`src/rtl/mdu_pkg.sv`:
```
// mdu_pkg: op encodings (shared with the ALU control decode) and FSM state type
// for the iterative multiply/divide unit.
package mdu_pkg;

    localparam logic [1:0] MD_DIVU  = 2'b00;
    localparam logic [1:0] MD_MULTU = 2'b01;
    localparam logic [1:0] MD_DIV   = 2'b10;
    localparam logic [1:0] MD_MULT  = 2'b11;

    typedef enum logic [1:0] {
        IDLE,
        RUN,
        FIX
    } mdu_state_e;

endpackage

```
`src/rtl/mdu_step.sv`:
```
// mdu_step: one combinational iteration of either radix-2 shift-add multiply
// or restoring division on a 2*WIDTH-bit accumulator.
module mdu_step #(
    parameter int WIDTH = 32
) (
    input  logic               i_mul,
    input  logic [2*WIDTH-1:0] i_acc,
    input  logic [WIDTH-1:0]   i_opnd,
    output logic [2*WIDTH-1:0] o_acc
);

    logic [WIDTH:0] w_sum;
    logic [WIDTH:0] w_remSh;
    logic [WIDTH:0] w_diff;

    // Multiply keeps the multiplier in the low half and shifts the carry in from the top;
    // divide shifts the dividend into the partial remainder and appends a quotient bit.
    always_comb begin
        w_sum   = {1'b0, i_acc[2*WIDTH-1:WIDTH]} + (i_acc[0] ? {1'b0, i_opnd} : {(WIDTH+1){1'b0}});
        w_remSh = i_acc[2*WIDTH-1:WIDTH-1];
        w_diff  = w_remSh - {1'b0, i_opnd};
        if (i_mul) begin
            o_acc = {w_sum, i_acc[WIDTH-1:1]};
        end else if (!w_diff[WIDTH]) begin
            o_acc = {w_diff[WIDTH-1:0], i_acc[WIDTH-2:0], 1'b1};
        end else begin
            o_acc = {w_remSh[WIDTH-1:0], i_acc[WIDTH-2:0], 1'b0};
        end
    end

endmodule

```
`src/rtl/mdu_iter.sv`:
```
// mdu_iter: iterative MULT/MULTU/DIV/DIVU unit holding results in HI/LO.
// Define MDU_HILO_WRITE_EN to add the hiwrite/lowrite/wdata direct-write ports (MTHI/MTLO).
module mdu_iter
    import mdu_pkg::*;
#(
    parameter int WIDTH = 32
) (
    input  logic             clk,
    input  logic             reset,
    input  logic             mdstart,
    input  logic [1:0]       mdop,
    input  logic [WIDTH-1:0] srca,
    input  logic [WIDTH-1:0] srcb,
    input  logic             hiloread,
    input  logic             hilosel,
`ifdef MDU_HILO_WRITE_EN
    input  logic             hiwrite,
    input  logic             lowrite,
    input  logic [WIDTH-1:0] wdata,
`endif
    output logic [WIDTH-1:0] hilo_out,
    output logic             busy,
    output logic             done,
    output logic             stall
);

    localparam int CW = $clog2(WIDTH);

    mdu_state_e         r_state;
    logic [CW-1:0]      r_count;
    logic [2*WIDTH-1:0] r_acc;
    logic [WIDTH-1:0]   r_opnd;
    logic [WIDTH-1:0]   r_hi;
    logic [WIDTH-1:0]   r_lo;
    logic               r_mul;
    logic               r_prodNeg;
    logic               r_remNeg;
    logic               r_divZero;
    logic               r_busy;
    logic               r_done;

    logic               w_isMul;
    logic               w_isSigned;
    logic               w_aNeg;
    logic               w_bNeg;
    logic [WIDTH-1:0]   w_aAbs;
    logic [WIDTH-1:0]   w_bAbs;
    logic [WIDTH-1:0]   w_quot;
    logic [WIDTH-1:0]   w_rem;
    logic [2*WIDTH-1:0] w_prod;
    logic [2*WIDTH-1:0] w_stepAcc;

    always_comb begin
        w_isMul    = 1'b0;
        w_isSigned = 1'b0;
        unique case (mdop)
            MD_MULT:  begin w_isMul = 1'b1; w_isSigned = 1'b1; end
            MD_MULTU: begin w_isMul = 1'b1; w_isSigned = 1'b0; end
            MD_DIV:   begin w_isMul = 1'b0; w_isSigned = 1'b1; end
            MD_DIVU:  begin w_isMul = 1'b0; w_isSigned = 1'b0; end
        endcase
        w_aNeg = w_isSigned & srca[WIDTH-1];
        w_bNeg = w_isSigned & srcb[WIDTH-1];
        w_aAbs = w_aNeg ? -srca : srca;
        w_bAbs = w_bNeg ? -srcb : srcb;
        w_prod = r_prodNeg ? -r_acc : r_acc;
        w_quot = r_prodNeg ? -r_acc[WIDTH-1:0] : r_acc[WIDTH-1:0];
        w_rem  = r_remNeg ? -r_acc[2*WIDTH-1:WIDTH] : r_acc[2*WIDTH-1:WIDTH];
    end

    mdu_step #(
        .WIDTH (WIDTH)
    ) u_step (
        .i_mul  (r_mul),
        .i_acc  (r_acc),
        .i_opnd (r_opnd),
        .o_acc  (w_stepAcc)
    );

    // A new start always wins, even over an in-flight op or a direct write.
    always_ff @(posedge clk) begin
        if (reset) begin
            r_state   <= IDLE;
            r_count   <= '0;
            r_acc     <= '0;
            r_opnd    <= '0;
            r_hi      <= '0;
            r_lo      <= '0;
            r_mul     <= 1'b0;
            r_prodNeg <= 1'b0;
            r_remNeg  <= 1'b0;
            r_divZero <= 1'b0;
            r_busy    <= 1'b0;
            r_done    <= 1'b0;
        end else begin
            r_done <= 1'b0;
            if (mdstart) begin
                r_state   <= RUN;
                r_busy    <= 1'b1;
                r_count   <= CW'(WIDTH - 1);
                r_mul     <= w_isMul;
                r_opnd    <= w_isMul ? w_aAbs : w_bAbs;
                r_acc     <= {{WIDTH{1'b0}}, (w_isMul ? w_bAbs : w_aAbs)};
                r_prodNeg <= w_aNeg ^ w_bNeg;
                r_remNeg  <= w_aNeg;
                r_divZero <= !w_isMul && (srcb == '0);
`ifdef MDU_HILO_WRITE_EN
            end else if (hiwrite || lowrite) begin
                if (hiwrite) r_hi <= wdata;
                if (lowrite) r_lo <= wdata;
                r_state <= IDLE;
                r_busy  <= 1'b0;
`endif
            end else begin
                unique case (r_state)
                    RUN: begin
                        r_acc <= w_stepAcc;
                        if (r_count == '0) begin
                            r_state <= FIX;
                        end else begin
                            r_count <= r_count - 1'b1;
                        end
                    end
                    FIX: begin
                        // On divide-by-zero the remainder path holds |a| with a's own sign, i.e. srca.
                        if (r_mul) begin
                            r_hi <= w_prod[2*WIDTH-1:WIDTH];
                            r_lo <= w_prod[WIDTH-1:0];
                        end else if (r_divZero) begin
                            r_hi <= w_rem;
                            r_lo <= '1;
                        end else begin
                            r_hi <= w_rem;
                            r_lo <= w_quot;
                        end
                        r_state <= IDLE;
                        r_busy  <= 1'b0;
                        r_done  <= 1'b1;
                    end
                    default: begin
                        r_state <= IDLE;
                    end
                endcase
            end
        end
    end

    assign hilo_out = hilosel ? r_hi : r_lo;
    assign busy     = r_busy;
    assign done     = r_done;
    assign stall    = hiloread & r_busy;

endmodule

```
`config.mk`:
```
export PLATFORM = sky130hd
export DESIGN_NAME = mdu_iter
export DESIGN_NICKNAME = d
export VERILOG_FILES = /design/src/rtl/mdu_pkg.sv /design/src/rtl/mdu_step.sv /design/src/rtl/mdu_iter.sv
export SDC_FILE = /design/constraint.sdc
export NUM_CORES = 1
export LEC_CHECK = 0
export CELL_PAD_IN_SITES_DETAIL_PLACEMENT = 0
export CELL_PAD_IN_SITES_GLOBAL_PLACEMENT = 1
export CORE_UTILIZATION = 48
export CTS_CLUSTER_DIAMETER = 150
export CTS_CLUSTER_SIZE = 16
export DETAILED_ROUTE_END_ITERATION = 7
export HOLD_SLACK_MARGIN = 0.12
export PLACE_DENSITY_LB_ADDON = 0.1
export SLEW_MARGIN = 20
export SYNTH_ARGS = -nofsm -noshare
export SYNTH_HDL_FRONTEND = slang
export SYNTH_SLANG_ARGS = --single-unit
```
`constraint.sdc`:
```
create_clock -name clk -period 8 [get_ports clk]
set_clock_uncertainty 0.2 [all_clocks]
set_input_delay 2 -clock clk [delete_from_list [all_inputs] [get_ports clk]]
set_output_delay 2 -clock clk [all_outputs]
set_load 0.01 [all_outputs]
```
==> impl_metrics.xml <==
<?xml version="1.0" encoding="UTF-8"?>
<metrics>
  <group name="global_routing">
    <metric name="grtUsageTotal" unit="%">32.24</metric>
    <metric name="globalRoute.totalOverflow" unit="">0</metric>
    <metric name="grt_pass1_vias" unit="">13120</metric>
    <metric name="grt_first_pass_wirelength" unit="microns">75850</metric>
    <metric name="number_of_antenna_violations_at_the_first_check_in_global_routing" unit="">0</metric>
    <metric name="grt_max_degree" unit="">86</metric>
  </group>
  <group name="logic_synthesis">
    <metric name="post-synth-top-area-fraction" unit="%">24.31</metric>
    <metric name="synth.top_cells.by_count" unit="">237 x nor2_1, 210 x a21oi_1, 173 x dfxtp_1</metric>
    <metric name="async_reset_ff_share" unit="%">0</metric>
    <metric name="cells_after_synth" unit="">1921</metric>
    <metric name="synth-edff-count" unit="">0</metric>
    <metric name="synth.avg_cell_area" unit="sq um">7.416</metric>
    <metric name="synth_area_leader_cell" unit="">dfxtp_1</metric>
    <metric name="synth_cell_types" unit="">79</metric>
    <metric name="yosys_warnings" unit="">0</metric>
    <metric name="synth.yosys.seq_area_share" unit="%">24.31</metric>
    <metric name="most_frequent_cell_after_synthesis" unit="">nor2_1</metric>
    <metric name="yosys_register_bits" unit="">173</metric>
    <metric name="synth_fp_nets" unit="">2064</metric>
    <metric name="synth_top_cells_by_area" unit="">dfxtp_1 24%, a21oi_1 7.4%, nor2_1 6.2%</metric>
    <metric name="synthesis.area" unit="sq um">14250</metric>
    <metric name="dominantRegCellSynth" unit="">dfxtp_1</metric>
  </group>
  <group name="timing">
    <metric name="fin_tns_setup" unit="ns">0</metric>
    <metric name="max_slew.worst_pin.slew" unit="ns">1.070</metric>
    <metric name="whs" unit="ns">0.2712</metric>
    <metric name="setup_viol" unit="">0</metric>
    <metric name="post-route-worst-setup-slack" unit="ns">2.113</metric>
    <metric name="achievable-frequency" unit="MHz">169.9</metric>
    <metric name="timing.final.crit_share" unit="%">73.59</metric>
    <metric name="slew_violations" unit="">0</metric>
    <metric name="final_period_minus_worst_setup_slack" unit="ns">5.887</metric>
    <metric name="rsz0062_at_grt" unit="">false</metric>
    <metric name="finalHoldViolCount" unit="">0</metric>
    <metric name="relSlewSlack" unit="%">28.21</metric>
  </group>
  <group name="clocking">
    <metric name="tritoncts_clock_tree" unit="">built</metric>
    <metric name="clkSlewWorstSetupHoldPaths" unit="ns">0.07</metric>
    <metric name="hold_buffers" unit="">0</metric>
    <metric name="clock_root_buffer" unit="">clkbuf_16</metric>
    <metric name="cts_inserted_buffers" unit="">17</metric>
    <metric name="post_cts_resize_count" unit="">0</metric>
    <metric name="ctsHtreeMaxLevel" unit="">4</metric>
    <metric name="cts_setup_buffers" unit="">0</metric>
    <metric name="worstSkewPairLatency" unit="ns">0.46</metric>
    <metric name="clk_path_buf_depth" unit="">2</metric>
    <metric name="cts_sinks" unit="">173</metric>
  </group>
  <group name="worst_setup_path">
    <metric name="worst-endpoint-required" unit="ns">5.80</metric>
    <metric name="crit_fanout" unit="">32</metric>
    <metric name="reg2reg_path_depth" unit="">13</metric>
    <metric name="worst_r2r_startpoint" unit="">r_acc[0]$_SDFFE_PP0P_</metric>
    <metric name="timing.critical_path.mode_cell" unit="">clkdlybuf4s50_1</metric>
    <metric name="critical_path_top_delay_cell" unit="">clkdlybuf4s50_1</metric>
    <metric name="critPathKind" unit="">primary input to primary output</metric>
    <metric name="crit_path_start_kind" unit="">primary input</metric>
    <metric name="arrival" unit="ns">3.69</metric>
    <metric name="worst-r2r-setup-slack" unit="ns">3.38</metric>
    <metric name="worstReg2RegEnd" unit="">r_acc[62]$_SDFFE_PP0P_</metric>
    <metric name="crit_path_max_incr_delay" unit="ns">0.49</metric>
    <metric name="critical_path.cell_chain" unit="">clkdlybuf4s50_1, buf_4, mux2_2, clkdlybuf4s50_1</metric>
    <metric name="worstSetupEndpointType" unit="">primary output</metric>
  </group>
  <group name="pwr">
    <metric name="switching_share" unit="%">36.30</metric>
    <metric name="internal_power" unit="mW">1.717</metric>
    <metric name="powerDensity" unit="nW/um^2">167.6</metric>
    <metric name="pwr-share-comb" unit="%">30.8</metric>
    <metric name="power.static_leakage" unit="nW">6.186</metric>
    <metric name="clockPowerShare" unit="%">33.3</metric>
    <metric name="seq_power_share" unit="%">35.9</metric>
    <metric name="netSwitchingPower" unit="uW">978.6</metric>
    <metric name="peakVddDrop" unit="mV">0.1676</metric>
    <metric name="power" unit="mW">2.696</metric>
  </group>
  <group name="routing">
    <metric name="drt_iter0_drc" unit="">1396</metric>
    <metric name="drt-total-wl" unit="microns">49290</metric>
    <metric name="postRouteAntennaNets" unit="">0</metric>
    <metric name="drt_drc_violations_left" unit="">0</metric>
    <metric name="vias_per_cell" unit="">6.169</metric>
    <metric name="first_pass_iters" unit="">6</metric>
    <metric name="num_vias" unit="">14440</metric>
    <metric name="wire_per_inst" unit="microns">21.06</metric>
  </group>
  <group name="placed_design">
    <metric name="dpl.hpwl" unit="microns">38020</metric>
    <metric name="gp_congestion" unit="">0.9826</metric>
    <metric name="post-place-ws" unit="ns">2.102</metric>
    <metric name="count_of_port_buffers_added_during_placement" unit="">105</metric>
  </group>
  <group name="cells_and_area">
    <metric name="layout.area.seq" unit="sq um">3466</metric>
    <metric name="finish.net_count" unit="">2087</metric>
    <metric name="layout.filler_cells" unit="">2795</metric>
    <metric name="area_delta_synth_final" unit="%">12.89</metric>
    <metric name="layout.core_utilization" unit="%">55.58</metric>
    <metric name="multiInputGateArea" unit="sq um">10100</metric>
    <metric name="fraction_of_layout_instances_using_a_drive_strength_above_1" unit="%">5.927</metric>
    <metric name="n_antenna_cell" unit="">0</metric>
  </group>
  <group name="floorplan">
    <metric name="io_pins" unit="">106</metric>
    <metric name="floorplan.rows" unit="">62</metric>
    <metric name="core-area" unit="sq um">28940</metric>
    <metric name="design.die.area" unit="sq um">30370</metric>
    <metric name="dieHeight" unit="microns">174.3</metric>
    <metric name="initial_core_util" unit="%">49.23</metric>
    <metric name="dieWidth" unit="microns">174.3</metric>
  </group>
  <group name="hold_path">
    <metric name="min_path_type" unit="">flop to flop</metric>
    <metric name="hold_path.startpoint" unit="">r_opnd[29]$_SDFFE_PP0P_</metric>
    <metric name="min_delay_worst_endpoint" unit="">r_opnd[29]$_SDFFE_PP0P_</metric>
    <metric name="worstHoldPathCells" unit="">2</metric>
  </group>
  <group name="run_status">
    <metric name="outcome" unit="">completed</metric>
  </group>
  <group name="run">
    <metric name="drv.max_cap_violation_count" unit="">0</metric>
  </group>
</metrics>
layer usage:
| layer | up-vias | routed length (microns) | share of wire (%) | GRT usage [%] |
|---|---|---|---|---|
| met5 | - | 0 | 0 | 0 |
| met4 | 0 | 1327 | 2.7 | 10.20 |
| met3 | 58 | 3507 | 7.1 | 5.271 |
| met2 | 510 | 21270 | 43 | 48.64 |
| met1 | 6828 | 23180 | 47 | 46.39 |
| li1 | 7046 | - | - | - |
through the flow:
step / instance area [sq um] / instances
after floorplan: 14250 / 1921
after global placement: 15450 / 2309
after detailed placement: 15460 / 2309
after CTS: 16080 / 2341
after global routing: 16080 / 2341
final: 16080 / 2341
worst max-delay path by stage:
stage	depth (start not counted)	from	slack, ns	to
after floorplan	3	hilosel	2.89	hilo_out[10]
after global placement	4	hilosel	2.15	hilo_out[16]
after detailed placement	4	hilosel	2.10	hilo_out[26]
after CTS	4	hilosel	2.10	hilo_out[26]
after global routing	4	hilosel	2.05	hilo_out[26]
final	4	hilosel	2.11	hilo_out[26]
area by class of cell:
type / count / area share [%]
Sequential cell: 173 / 21.55
Inverter: 66 / 1.540
Tap cell: 384 / 2.987
Clock inverter: 13 / 1.066
Multi-Input combinational cell: 1564 / 62.81
Timing Repair Buffer: 122 / 7.235
Clock buffer: 19 / 2.816
power groups by stage:
stage	Sequential, mW	Clock (mW)	Combinational, mW
6_report	0.968	0.898	0.830
5_1_grt	0.973	0.945	0.909
4_1_cts	0.966	0.903	0.819
3_5_place_dp	0.986	0	0.814
3_3_place_gp	0.985	0	0.808
2_1_floorplan	0.949	0	0.598
flip-flops by register name, indices dropped and copies added (netlist names):
name and flops:
r_hi 32, r_divZero 1, r_prodNeg 1, r_remNeg 1, r_count 5, r_lo 32
r_mul 1, r_opnd 32, r_state 2, r_acc 64, done 1, busy 1
critical path, delay by kind of cell:
family	cells	cell delay [ns]
buffers and inverters	3	1.29
muxes	1	0.40
logic make-up (layout without fill, tap and decap cells):
logic type	count (synthesis)	count (layout)	share of synthesized area (%)
AOI/OAI and AO/OA	634	634	27.22
DFF	173	173	24.31
and+or+nand+nor	585	585	19.02
xor gates and xnor gates	175	175	10.86
buffers and inverters	184	220	4.989
adders and majority gates	72	72	6.429
muxes	98	98	7.167
placed cells by master, fill, tap and decap left out, types with 10 or more instances in the layout:
cell / netlist / final
nand4_1: 12 / 12
o21a_1: 10 / 10
o21ai_0: 167 / 167
clkdlybuf4s50_1: 0 / 102
nand3_1: 26 / 26
o31ai_1: 28 / 28
nand2_1: 142 / 142
or3_1: 16 / 16
dfxtp_1: 173 / 171
a21o_1: 15 / 15
a221oi_1: 10 / 10
nand2b_1: 14 / 14
clkbuf_16: 0 / 17
a211oi_1: 55 / 55
a21oi_1: 210 / 209
nor2b_1: 11 / 10
nor3_1: 42 / 42
a22oi_1: 12 / 12
nor4_1: 26 / 26
a31oi_1: 18 / 18
o211ai_1: 14 / 14
nor2_1: 237 / 235
ha_1: 70 / 70
mux2_2: 32 / 32
xor2_1: 83 / 83
buf_4: 2 / 17
o22ai_1: 20 / 20
mux2i_1: 66 / 66
and2_1: 12 / 11
xnor2_1: 90 / 90
o41ai_1: 13 / 13
inv_1: 64 / 64
No activity file was read; power rests on OpenSTA's default activity.
